## src/rtl/pipeline_pkg.sv

```systemverilog
// -----------------------------------------------------------------------------
// pipeline_pkg
// Shared definitions for the 5-stage MIPS core's hazard/stall control.
//   state_t        : hazard controller state encoding
//   REG_ZERO       : architectural register $0, which is never a real dependency
//   STALL_CNT_MAX  : saturation value of the stall cycle counter
// -----------------------------------------------------------------------------
package pipeline_pkg;

   typedef enum logic [1:0] {
      ST_RUN   = 2'd0,
      ST_LOAD  = 2'd1,
      ST_MEMW  = 2'd2,
      ST_FLUSH = 2'd3
   } state_t;

   localparam logic [4:0] REG_ZERO      = 5'd0;
   localparam logic [7:0] STALL_CNT_MAX = 8'd255;

endpackage

```

## src/rtl/load_use_detect.sv

```systemverilog
// -----------------------------------------------------------------------------
// load_use_detect
// Purely combinational load-use comparator. Flags when the load currently in
// EX writes a register that the instruction in IF/ID reads.
// Ports:
//   i_id_ex_mem_rd  : ID/EX holds a load
//   i_id_ex_rt      : load destination register
//   i_if_id_rs      : rs of the IF/ID instruction
//   i_if_id_rt      : rt of the IF/ID instruction
//   i_if_id_uses_rt : IF/ID instruction actually reads rt
//   o_load_use      : hazard present
// -----------------------------------------------------------------------------
module load_use_detect
   import pipeline_pkg::*;
(
   input  logic       i_id_ex_mem_rd,
   input  logic [4:0] i_id_ex_rt,
   input  logic [4:0] i_if_id_rs,
   input  logic [4:0] i_if_id_rt,
   input  logic       i_if_id_uses_rt,
   output logic       o_load_use
);

   logic w_rs_match;
   logic w_rt_match;

   assign w_rs_match = (i_id_ex_rt == i_if_id_rs);
   assign w_rt_match = i_if_id_uses_rt && (i_id_ex_rt == i_if_id_rt);

   // A load into $0 is discarded by the register file, so it cannot create
   // a dependency even when the register numbers match.
   assign o_load_use = i_id_ex_mem_rd && (i_id_ex_rt != REG_ZERO) &&
                       (w_rs_match || w_rt_match);

endmodule

```

## src/rtl/hazard_stall_ctrl.sv

```systemverilog
// -----------------------------------------------------------------------------
// hazard_stall_ctrl
// Pipeline hazard and stall controller. Outputs are registered on the rising
// edge; the pipeline registers capture on the falling edge.
// Ports:
//   clk, rst_n                 : clock, synchronous active-low reset
//   if_id_rs/rt, if_id_uses_rt : source operands of the IF/ID instruction
//   id_ex_mem_rd, id_ex_rt     : load in EX and its destination
//   ex_mem_req, mem_ready      : data-memory handshake from MEM
//   branch_taken               : branch resolved taken this cycle
//   pc_hold, if_id_hold        : hold PC / IF/ID
//   if_id_flush                : IF/ID loads a NOP
//   ID_EX_enable               : 1 = ID/EX takes a bubble
//   pipe_freeze                : ID/EX, EX/MEM, MEM/WB hold
//   mem_timeout_err            : sticky memory-wait timeout
//   stall_count                : saturating count of non-RUN cycles
// -----------------------------------------------------------------------------
module hazard_stall_ctrl
   import pipeline_pkg::*;
#(
   parameter int MEM_TIMEOUT  = 15,
   parameter int FLUSH_CYCLES = 1
) (
   input  logic       clk,
   input  logic       rst_n,
   input  logic [4:0] if_id_rs,
   input  logic [4:0] if_id_rt,
   input  logic       if_id_uses_rt,
   input  logic       id_ex_mem_rd,
   input  logic [4:0] id_ex_rt,
   input  logic       ex_mem_req,
   input  logic       mem_ready,
   input  logic       branch_taken,
   output logic       pc_hold,
   output logic       if_id_hold,
   output logic       if_id_flush,
   output logic       ID_EX_enable,
   output logic       pipe_freeze,
   output logic       mem_timeout_err,
   output logic [7:0] stall_count
);

   localparam logic [7:0] TIMEOUT_LIMIT = 8'(MEM_TIMEOUT);
   localparam logic [1:0] FLUSH_LIMIT   = 2'(FLUSH_CYCLES);

   state_t     r_state,          w_state_nxt;
   logic [7:0] r_wait_cnt,       w_wait_cnt_nxt;
   logic [1:0] r_flush_cnt,      w_flush_cnt_nxt;
   logic       r_branch_pending, w_branch_pending_nxt;
   logic       r_err,            w_err_nxt;
   logic       r_pc_hold,        w_pc_hold_nxt;
   logic       r_if_id_hold,     w_if_id_hold_nxt;
   logic       r_if_id_flush,    w_if_id_flush_nxt;
   logic       r_id_ex_bubble,   w_id_ex_bubble_nxt;
   logic       r_freeze,         w_freeze_nxt;
   logic [7:0] r_stall_cnt;

   logic w_load_use;
   logic w_mem_stall;

   load_use_detect u_load_use_detect (
      .i_id_ex_mem_rd  (id_ex_mem_rd),
      .i_id_ex_rt      (id_ex_rt),
      .i_if_id_rs      (if_id_rs),
      .i_if_id_rt      (if_id_rt),
      .i_if_id_uses_rt (if_id_uses_rt),
      .o_load_use      (w_load_use)
   );

   assign w_mem_stall = ex_mem_req && !mem_ready;

   always_comb begin
      // NOTE: every signal gets a default before the case so no path leaves
      // one unassigned; otherwise synthesis infers a latch.
      w_state_nxt          = r_state;
      w_wait_cnt_nxt       = r_wait_cnt;
      w_flush_cnt_nxt      = r_flush_cnt;
      w_branch_pending_nxt = r_branch_pending;
      w_err_nxt            = r_err;
      w_pc_hold_nxt        = 1'b0;
      w_if_id_hold_nxt     = 1'b0;
      w_if_id_flush_nxt    = 1'b0;
      w_id_ex_bubble_nxt   = 1'b0;
      w_freeze_nxt         = 1'b0;

      unique case (r_state)
         ST_RUN: begin
            if (w_mem_stall) begin
               w_state_nxt      = ST_MEMW;
               w_pc_hold_nxt    = 1'b1;
               w_if_id_hold_nxt = 1'b1;
               w_freeze_nxt     = 1'b1;
               w_wait_cnt_nxt   = 8'd1;
               // The branch is remembered and its flush replayed once the
               // memory access completes.
               if (branch_taken) w_branch_pending_nxt = 1'b1;
            end else if (branch_taken) begin
               // Any load-use partner is in the discarded shadow of the branch.
               w_state_nxt        = ST_FLUSH;
               w_if_id_flush_nxt  = 1'b1;
               w_id_ex_bubble_nxt = 1'b1;
               w_flush_cnt_nxt    = 2'd1;
            end else if (w_load_use) begin
               w_state_nxt        = ST_LOAD;
               w_pc_hold_nxt      = 1'b1;
               w_if_id_hold_nxt   = 1'b1;
               w_id_ex_bubble_nxt = 1'b1;
            end
         end

         // The load has moved on to MEM, so a single bubble resolves it.
         ST_LOAD: w_state_nxt = ST_RUN;

         ST_MEMW: begin
            if (mem_ready) begin
               if (r_branch_pending) begin
                  w_state_nxt          = ST_FLUSH;
                  w_branch_pending_nxt = 1'b0;
                  w_if_id_flush_nxt    = 1'b1;
                  w_id_ex_bubble_nxt   = 1'b1;
                  w_flush_cnt_nxt      = 2'd1;
               end else begin
                  w_state_nxt = ST_RUN;
               end
            end else if (r_wait_cnt == TIMEOUT_LIMIT) begin
               // Abandon the access; a stale pending branch must not fire later.
               w_state_nxt          = ST_RUN;
               w_err_nxt            = 1'b1;
               w_branch_pending_nxt = 1'b0;
            end else begin
               w_wait_cnt_nxt   = r_wait_cnt + 8'd1;
               w_pc_hold_nxt    = 1'b1;
               w_if_id_hold_nxt = 1'b1;
               w_freeze_nxt     = 1'b1;
            end
         end

         ST_FLUSH: begin
            if (w_mem_stall) begin
               // Freeze takes over; the flush restarts once memory is ready.
               w_state_nxt          = ST_MEMW;
               w_branch_pending_nxt = 1'b1;
               w_flush_cnt_nxt      = 2'd1;
               w_wait_cnt_nxt       = 8'd1;
               w_pc_hold_nxt        = 1'b1;
               w_if_id_hold_nxt     = 1'b1;
               w_freeze_nxt         = 1'b1;
            end else if (r_flush_cnt < FLUSH_LIMIT) begin
               w_flush_cnt_nxt    = r_flush_cnt + 2'd1;
               w_if_id_flush_nxt  = 1'b1;
               w_id_ex_bubble_nxt = 1'b1;
            end else begin
               w_state_nxt = ST_RUN;
            end
         end

         default: w_state_nxt = ST_RUN;
      endcase
   end

   // NOTE: sequential state uses non-blocking assignments so every register
   // samples the pre-edge values, independent of statement order.
   always_ff @(posedge clk) begin
      if (!rst_n) begin
         r_state          <= ST_RUN;
         r_wait_cnt       <= 8'd0;
         r_flush_cnt      <= 2'd0;
         r_branch_pending <= 1'b0;
         r_err            <= 1'b0;
         r_pc_hold        <= 1'b0;
         r_if_id_hold     <= 1'b0;
         r_if_id_flush    <= 1'b0;
         r_id_ex_bubble   <= 1'b0;
         r_freeze         <= 1'b0;
         r_stall_cnt      <= 8'd0;
      end else begin
         r_state          <= w_state_nxt;
         r_wait_cnt       <= w_wait_cnt_nxt;
         r_flush_cnt      <= w_flush_cnt_nxt;
         r_branch_pending <= w_branch_pending_nxt;
         r_err            <= w_err_nxt;
         r_pc_hold        <= w_pc_hold_nxt;
         r_if_id_hold     <= w_if_id_hold_nxt;
         r_if_id_flush    <= w_if_id_flush_nxt;
         r_id_ex_bubble   <= w_id_ex_bubble_nxt;
         r_freeze         <= w_freeze_nxt;
         if ((r_state != ST_RUN) && (r_stall_cnt != STALL_CNT_MAX))
            r_stall_cnt <= r_stall_cnt + 8'd1;
      end
   end

   assign pc_hold         = r_pc_hold;
   assign if_id_hold      = r_if_id_hold;
   assign if_id_flush     = r_if_id_flush;
   assign ID_EX_enable    = r_id_ex_bubble;
   assign pipe_freeze     = r_freeze;
   assign mem_timeout_err = r_err;
   assign stall_count     = r_stall_cnt;

endmodule

```

## config.mk

```make
export PLATFORM = sky130hd
export DESIGN_NAME = hazard_stall_ctrl
export DESIGN_NICKNAME = d
export VERILOG_FILES = /design/src/rtl/pipeline_pkg.sv /design/src/rtl/load_use_detect.sv /design/src/rtl/hazard_stall_ctrl.sv
export SDC_FILE = /design/constraint.sdc
export NUM_CORES = 1
export LEC_CHECK = 0
export BUFFER_PORTS_ARGS = -buffer_cell sky130_fd_sc_hd__buf_2
export CAP_MARGIN = 20
export CORE_AREA = 4 4 63 65
export DETAILED_ROUTE_END_ITERATION = 7
export DIE_AREA = 0 0 67 69
export PLACE_DENSITY = 0.81
export SLEW_MARGIN = 20
export SYNTH_ARGS = -nofsm -noshare
export SYNTH_HDL_FRONTEND = slang
export SYNTH_HIERARCHICAL = 1
export SYNTH_SLANG_ARGS = --single-unit
```

## constraint.sdc

```tcl
create_clock -name clk -period 2 [get_ports clk]
set_input_delay 0.3 -clock clk [delete_from_list [all_inputs] [get_ports clk]]
set_output_delay 0.3 -clock clk [all_outputs]
set_load 0.01 [all_outputs]
```

# Yosys cells after proc, flatten, opt, wreduce, memory -nomap -nowiden
# Cells that the tools add are included.
# Widths: inputs -> output; s select.
[word_totals]
regBits = 26
latch_bits = 0
ramBits = 0
romBits = 0
input_bits = 22
word_cells = 97
mem_count = 0
[classes]
add_sub_neg = 3
n_mul = 0
div = 0
magnitude_cmp = 1
n_eq_ne = 20
n_shift = 0
n_mux = 44
bitwise = 1
reduce_logical = 18
[op_table]
columns = ["op", "n"]
rows = [
  ["$mux 2", 14],
  ["$mux 8", 3],
  ["$mux 1", 19],
  ["$add 8x1->8 const B", 2],
  ["$ne 2x2->1 const B", 8],
  ["$pmux 8 s2", 1],
  ["$pmux 1 s3", 4],
  ["$eq 5x5->1", 2],
  ["$ne 3x3->1 const B", 3],
  ["$eq 8x4->1 const B", 1],
  ["$ne 8x8->1 const B", 1],
  ["$pmux 2 s4", 1],
  ["$pmux 2 s3", 1],
  ["$reduce_and 3->1", 2],
  ["$reduce_and 6->1", 1],
  ["$logic_and 1x1->1", 5],
  ["$reduce_and 5->1", 1],
  ["$reduce_bool 5->1", 1],
  ["$eq 2x2->1 const B", 2],
  ["$ne 4x3->1 const B", 1],
  ["$reduce_and 4->1", 1],
  ["$reduce_bool 2->1", 2],
  ["$reduce_bool 3->1", 1],
  ["$add 2x1->2 const B", 1],
  ["9 further kinds", 9],
]

# Logic depth before layout (Yosys ltp)
# Gate-level depths: netlist of the first run.
[depth]
word_depth = 8
depth_mapped = 8
depth_no_buf = 8

# Modules after synthesis
# The synthesis of the first run kept the hierarchy.
[by_module_without_submodules]
columns = ["mod", "instances", "cells_each", "area_per_inst_um2", "seq_area_each_um2"]
rows = [
  ["hazard_stall_ctrl", 1, 170, 1493.9, 520.5],
  ["load_use_detect", 1, 17, 132.6, 0.0],
]

# Worst setup path before layout of the first run
# OpenSTA, ideal clock, no wires.
[synth_timing]
kind = "in2reg"
startpoint = "in id_ex_rt[0]"
endpoint = "reg r_state[0]"
setup_time_ns = 0.134
arrival_time_ns = 1.682
required_time_ns = 1.866
slack_ns = 0.184
cell_stages = 7
path_buffers = 0
cell_sequence = "or4_1 o21ai_1 a21oi_1 or3b_1 a21o_1 nand3_1 a21oi_1"
[synth_between]
elab_chain_len = 6
word_cells_on_any_way = 9
cone_classes = "eq/ne: 3; reduce/logical: 6"
[synth_lines]
columns = ["element", "line", "source"]
rows = [
  ["start: declaration", "hazard_stall_ctrl.sv:30", "input logic [4:0] id_ex_rt,"],
  ["$eq 5x5->1", "load_use_detect.sv:28", "assign w_rt_match = i_if_id_uses_rt && (i_id_ex_rt == i_if_id_rt);"],
  ["$logic_and 1x1->1", "load_use_detect.sv:28", ""],
  ["$logic_or 1x1->1", "load_use_detect.sv:33", "(w_rs_match || w_rt_match);"],
  ["$logic_and 1x1->1 *", "load_use_detect.sv:32", "assign o_load_use = i_id_ex_mem_rd && (i_id_ex_rt != REG_ZERO) &&"],
  ["net w_load_use", "hazard_stall_ctrl.sv:58", "logic w_load_use;"],
  ["$ne 4x3->1 (no source line) *", "-", ""],
  ["$reduce_and 3->1 (no source line) *", "-", ""],
  ["end signal: assignment", "hazard_stall_ctrl.sv:177", "r_state <= w_state_nxt;"],
  ["end: declaration", "hazard_stall_ctrl.sv:46", "state_t r_state, w_state_nxt;"],
]
# The timed path passes the listed nets; every way through them passes the cells marked *.
# A chain may end at the register's enable or synchronous reset.

# Worst setup path after layout of the first run
[layout_timing]
startpoint = "reg r_state[0]"
endpoint = "reg r_flush_cnt[0]"
[layout_between]
elab_chain_len = 3
word_cells_on_any_way = 11
cone_classes = "eq/ne: 7; mux: 1; reduce/logical: 3"
[layout_lines]
columns = ["element", "line", "source"]
rows = [
  ["$eq 2x2->1 / $logic_not 2->1 (equally long branches)", "hazard_stall_ctrl.sv:86", "unique case (r_state)"],
  ["$ne 3x3->1 (no source line) (tied with other cells)", "-", ""],
  ["$reduce_and 6->1 (no source line)", "-", ""],
  ["end signal: assignment", "hazard_stall_ctrl.sv:179", "r_flush_cnt <= w_flush_cnt_nxt;"],
  ["end: declaration", "hazard_stall_ctrl.sv:48", "logic [1:0] r_flush_cnt, w_flush_cnt_nxt;"],
]
# Several ways; a longest one is shown, not always the timed one.

==> results of run 1 <==
[worst min-delay path, stage by stage]
cell and delay, ns:
buf_2 0.13, nand3_1 0.09, a21oi_1 0.07
[per-layer routing]
metal	part of all wire [%]	global-route usage, %	vias up	wire length, um
li1	-	-	777	-
met1	45	19.92	734	1601
met2	50	27.18	37	1797
met3	3.9	4.058	8	140
met4	1.4	5.856	0	52
met5	0	0	-	0
[state kept, by name, indices dropped and copies added (netlist names)]
name / cells
ID_EX_enable: 1
r_flush_cnt: 2
pipe_freeze: 1
mem_timeout_err: 1
if_id_flush: 1
r_branch_pending: 1
r_wait_cnt: 8
r_state: 2
if_id_hold: 1
stall_count: 8
[per-stage QoR]
stage          cell area (sq um)  setup WS (ns)  hold slack [ns]  setup TNS (ns)  total power (W)
6_report                    1927         0.2133           0.2989               0         0.001820
5_1_grt                     1927         0.1079           0.2795               0         0.001952
4_1_cts                     1927         0.2312           0.2865               0         0.001828
3_5_place_dp                1874       -0.02391           0.4649        -0.03493         0.001454
3_3_place_gp                1874       0.004427           0.4504               0         0.001434
2_1_floorplan               1627         0.1841           0.4496               0         0.001240
[logic make-up (layout without fill, tap and decap cells)]
kind of cell | count (synthesis) | count (layout) | synth area share, %
xor gates and xnor gates | 11 | 11 | 5.923
AOI/OAI and AO/OA | 50 | 50 | 22.77
buffers and inverters | 14 | 53 | 3.692
and+or+nand+nor | 74 | 74 | 27.15
DFF | 26 | 26 | 32.00
muxes | 5 | 5 | 3.077
adders and majority gates | 7 | 7 | 5.384
[final cells by class]
| type | instances | area [sq um] | share of cell area (%) |
|---|---|---|---|
| Clock buffer | 3 | 22.52 | 1.169 |
| Tap cell | 46 | 57.56 | 2.987 |
| Timing Repair Buffer | 41 | 220.2 | 11.43 |
| Clock inverter | 1 | 30.03 | 1.558 |
| Sequential cell | 26 | 520.5 | 27.01 |
| Multi-Input combinational cell | 147 | 1046 | 54.29 |
| Inverter | 8 | 30.03 | 1.558 |
[worst paths after layout]
path,from,end,slack [ns],depth (start not counted)
min reg2reg,r_flush_cnt[1],r_flush_cnt[1],0.49,2
min,branch_taken,if_id_flush,0.30,3
max,r_state[0],r_flush_cnt[0],0.21,6
max reg2reg,r_state[0],r_flush_cnt[0],0.21,6
[placed cells by master (no fill, tap or decap), drive strengths merged, types with 2 or more instances in the layout]
cell and n:
a211oi 3, o21a 2, nor3b 2, and3 3, a311oi 3, a21boi 3, inv 8, clkbuf 3
mux2i 5, o21ai 10, and2 2, nor3 8, nand2b 6, and4 2, and4b 2, xnor2 4
a31oi 3, ha 7, nand3 16, a21oi 12, buf 41, nor2 9, xor2 7, nand2 10
a32o 4, nor2b 5, dfxtp 26, nand4 2
[power by group through the flow]
stage / clock network, W / registers, W / logic, W
2_1_floorplan: 0 / 0.000672 / 0.000568
3_3_place_gp: 0 / 0.000659 / 0.000775
3_5_place_dp: 0 / 0.000662 / 0.000792
4_1_cts: 0.000380 / 0.000649 / 0.000799
5_1_grt: 0.000403 / 0.000657 / 0.000891
6_report: 0.000371 / 0.000648 / 0.000801
==> results.yml, run 1 <==
power_and_ir_drop:
  p_int_w: 0.001141
  swShare_pct: 37.33
  power_density_mw_per_mm2: 944.7
  leakagePower_nw: 0.8166
  p_switching_w: 0.0006796
  clockPowerShare_pct: 20.4
  seq_power_share_pct: 35.6
  combPwrFrac_pct: 44.0
  peakVddDrop_uv: 385.2
flow_run:
  maxCapViolations: 0
sta:
  period_share_pct: 89.34
  rsz0062_at_grt: "no"
  finalMaxSlewViolations: 0
  period_minus_slack_ns: 1.787
  finalHoldViolCount: 0
  finClkSkew_ns: 0.006334
  slew_headroom_pct: 73.84
  finalSetupViolations: 0
  fmax_mhz: 559.7
  worst_pin_slew_ns: 0.3916
cts:
  cts_sinks: 26
  htree_levels: 1
  tritoncts: "yes"
  clk_latency_ns: 0.33
  cts_hold_buf: 0
  cts_inserted_buffers: 3
  root_buffer: "clkbuf_4"
  postCtsSetupBuffers: 0
  clock_path_buffers: 2
  clk_pin_slew_ns: 0.15
  cts_resized: 0
logic_synthesis:
  yosysTopAreaCell: "dfxtp_1"
  synth_edf_count: 0
  async_reset_ff_share_pct: 0
  netlist_area_sq_mm: 0.001627
  yosysTopAreaCellShare_pct: 32.00
  ys_ff_latch: 26
  synthFlopType: "dfxtp_1"
  ys_seq_area_share_pct: 32.00
  synth_cells: 187
  yosys_warnings: 6
  yosys-top-cells-count: "26 x dfxtp_1, 15 x nand3_1, 12 x a21oi_1"
  yosysMostFrequentCell: "dfxtp_1"
  synth_nets: 216
  yosysUniqueCellTypes: 52
  synth_area_leaders: "dfxtp_1 32%, ha_1 5.4%, nand3_1 4.6%"
  syn_area_per_cell_sq_um: 8.698
global_route:
  grt.overflow.total: 0
  antenna_found_initial: 0
  grt_pass1_vias: 1456
  grt_max_degree: 16
  grt_use_total_pct: 16.34
  grt_pass1_wl_mm: 6.189
detailed_routing:
  drt-initial-drc-count: 94
  dr_total_vias: 1556
  routed_via_density: 5.721
  route.detailed.drc: 0
  routedWlPerCell_um: 13.21
  totalWireLength_mm: 3.592
  ant_nets: 0
  firstDrtPassIters: 5
critical_path:
  critical_path_arrival_ns: 2.03
  cp-start-kind: "flip-flop"
  cp_max_fo: 10
  critical_path_class: "reg2reg"
  crit_chain: "inv_1 > ha_1 > nor2b_1 > a211oi_1 > nand3_1 > and3_1"
  crit_family: "simple AND/OR/NAND/NOR gates"
  cp.required_ns: 2.25
  critPathMaxStageDelay_ns: 0.41
  cp_slowest_cell: "dfxtp_1"
  crit_buf_inv: 1
  cp-end-kind: "flip-flop"
floorplan:
  die_area_sq_mm: 0.004623
  core_area_sq_mm: 0.003337
  io_pins: 36
  die_y_um: 69
  die_width_um: 67
  row_count: 21
  start_util_pct: 48.74
min_path:
  hold_class: "in2reg"
placed_design:
  io_buffer_count: 35
  dp_hpwl_mm: 2.833
  gp_congestion: 0.8439
  dp.cells: 268
finish:
  drive_above_1_share_pct: 24.78
  antenna_cells: 0
  fillers: 330
  stdcell_count: 272
  area_delta_synth_final_pct: 18.46
  final_nets: 256
  final_util_pct: 57.74
status:
  outcome: "complete, no violations"
No activity file was read; power rests on OpenSTA's default activity.
==> run 2, diff against run 1 <==
Settings changed: BUFFER_PORTS_ARGS -buffer_cell sky130_fd_sc_hd__buf_2 to -buffer_cell sky130_fd_sc_hd__clkbuf_2, PLACE_DENSITY 0.81 to unset, PLACE_DENSITY_LB_ADDON set to 0.25.
==> run 2 against run 1 <==
  * Sequential cell count unchanged
  * Sequential power up 1%
  * Worst setup slack better by 0.0074 ns
  * Clock skew down 0.0018 ns
  * Cell count down 0.37%
  * Clock-buffer cell count unchanged
  * Register-to-register slack about the same
  * Maximum frequency up 0.42%
  * Clock power down 41%
  * Cell area down 1.6%
  * Routed wire length about the same
  * Hold slack worse by 0.016 ns
  * Largest power group unchanged
==> results.yml, run 2 (synthesized netlist as in run 1, its figures left out) <==
cts:
  cts_inserted_buffers: 3
  clk_pin_slew_ns: 0.13
  postCtsSetupBuffers: 0
  htree_levels: 1
  clk_latency_ns: 0.32
  root_buffer: "clkbuf_4"
  tritoncts: "yes"
  cts_sinks: 26
  clock_path_buffers: 2
  cts_resized: 0
  cts_hold_buf: 0
critical_path:
  critPathMaxStageDelay_ns: 0.43
  cp_slowest_cell: "dfxtp_1"
  cp-start-kind: "flip-flop"
  critical_path_class: "reg2reg"
  cp-end-kind: "flip-flop"
  crit_buf_inv: 1
  crit_family: "simple AND/OR/NAND/NOR gates"
  critical_path_arrival_ns: 2.01
  cp_max_fo: 10
  cp.required_ns: 2.23
  crit_chain: "inv_1 > ha_1 > nor2b_1 > a211oi_1 > nand3_1 > and3_1"
finish:
  final_nets: 256
  stdcell_count: 271
  area_delta_synth_final_pct: 16.62
  antenna_cells: 0
  final_cell_mix: "35 x clkbuf_2, 26 x dfxtp_1, 15 x nand3_1"
  final_common_cell: "clkbuf_2"
  drive_above_1_share_pct: 24.44
global_route:
  met3_usage_pct: 3.734
  grt_busiest_layer: "met2"
  grt_pass1_vias: 1387
  grt_util_met1_pct: 19.15
  grt_max_degree: 14
  grt.overflow.total: 0
  grt_pass1_wl_mm: 5.913
  met2_usage_pct: 27.07
  antenna_found_initial: 0
  grt_use_total_pct: 15.54
flow_run:
  maxCapViolations: 0
detailed_routing:
  ant_nets: 0
  firstDrtPassIters: 4
  routedWlPerCell_um: 13.24
  routed_via_density: 5.550
  route.detailed.drc: 0
  totalWireLength_mm: 3.589
  drt-initial-drc-count: 119
  dr_total_vias: 1504
sta:
  finalMaxSlewViolations: 0
  finalHoldViolCount: 0
  worst_pin_slew_ns: 0.4965
  period_minus_slack_ns: 1.779
  slew_headroom_pct: 66.79
  fmax_mhz: 562.0
  finalSetupTns_ns: 0
  finalSetupViolations: 0
  finClkSkew_ns: 0.004510
  period_share_pct: 88.97
  hold_ws_ns: 0.2834
  rsz0062_at_grt: "no"
placed_design:
  dp_hpwl_mm: 2.805
  dp.cells: 268
  io_buffer_count: 35
  gp_congestion: 0.8036
floorplan:
  die_area_sq_mm: 0.004623
  start_util_pct: 48.74
  row_count: 21
  die_y_um: 69
  io_pins: 36
  die_width_um: 67
  core_area_sq_mm: 0.003337
min_path:
  hold_class: "in2reg"
power_and_ir_drop:
  leakagePower_nw: 0.7961
  peakVddDrop_uv: 504.5
  power_density_mw_per_mm2: 872.6
status:
  outcome: "complete, no violations"
[run 2: changes by cell type in the layout (fill, tap and decap cells not counted)]
cell	change
bufinv_16	-1
buf_2	-35
clkbuf_2	+35
[run 2: layout make-up]
type	instances	area, sq um
clock buffers	3	22.52
fillers	340	1440
well taps	46	57.56
inverters	8	30.03
flip-flops and latches	26	520.5
repair buffers	41	220.2
multi-input cells	147	1046
[run 2: per-layer routing]
metal | vias up | routed length, um
met5 | - | 0
met2 | 33 | 1798
li1 | 772 | -
met1 | 697 | 1617
met4 | 0 | 17
met3 | 2 | 155
[run 2: path summary, 6_finish.rpt]
check / from / to / slack, ns / depth (start not counted)
setup / recovery: r_state[1] / r_flush_cnt[0] / 0.22 / 6
hold / removal: branch_taken / if_id_flush / 0.28 / 3
setup reg to reg: r_state[1] / r_flush_cnt[0] / 0.22 / 6
hold reg to reg: r_flush_cnt[1] / r_flush_cnt[1] / 0.48 / 2
[run 2: tightest hold or removal path: cells and delay by family]
kind                   cells  cell delay, ns
AO/OA/AOI/OAI              1            0.06
AND/OR/NAND/NOR            1            0.09
buffers and inverters      1            0.12
[run 2: metrics by stage]
stage / area (sq um) / power [W] / setup slack [ns] / utilization (%)
floorplan: 1627 / 0.001240 / 0.1841 / -
global placement: 1874 / 0.001444 / 0.01768 / 56.17
detailed placement: 1874 / 0.001443 / 0.001363 / 56.17
CTS: 1897 / 0.001673 / 0.2420 / 56.84
global route: 1897 / 0.001803 / 0.1201 / 56.84
finish: 1897 / 0.001655 / 0.2207 / 56.84
[run 2: report_power, final]
part           switching [W]  internal, W
Clock               0.000150    0.0000706
Sequential         0.0000608     0.000595
Combinational       0.000442     0.000337
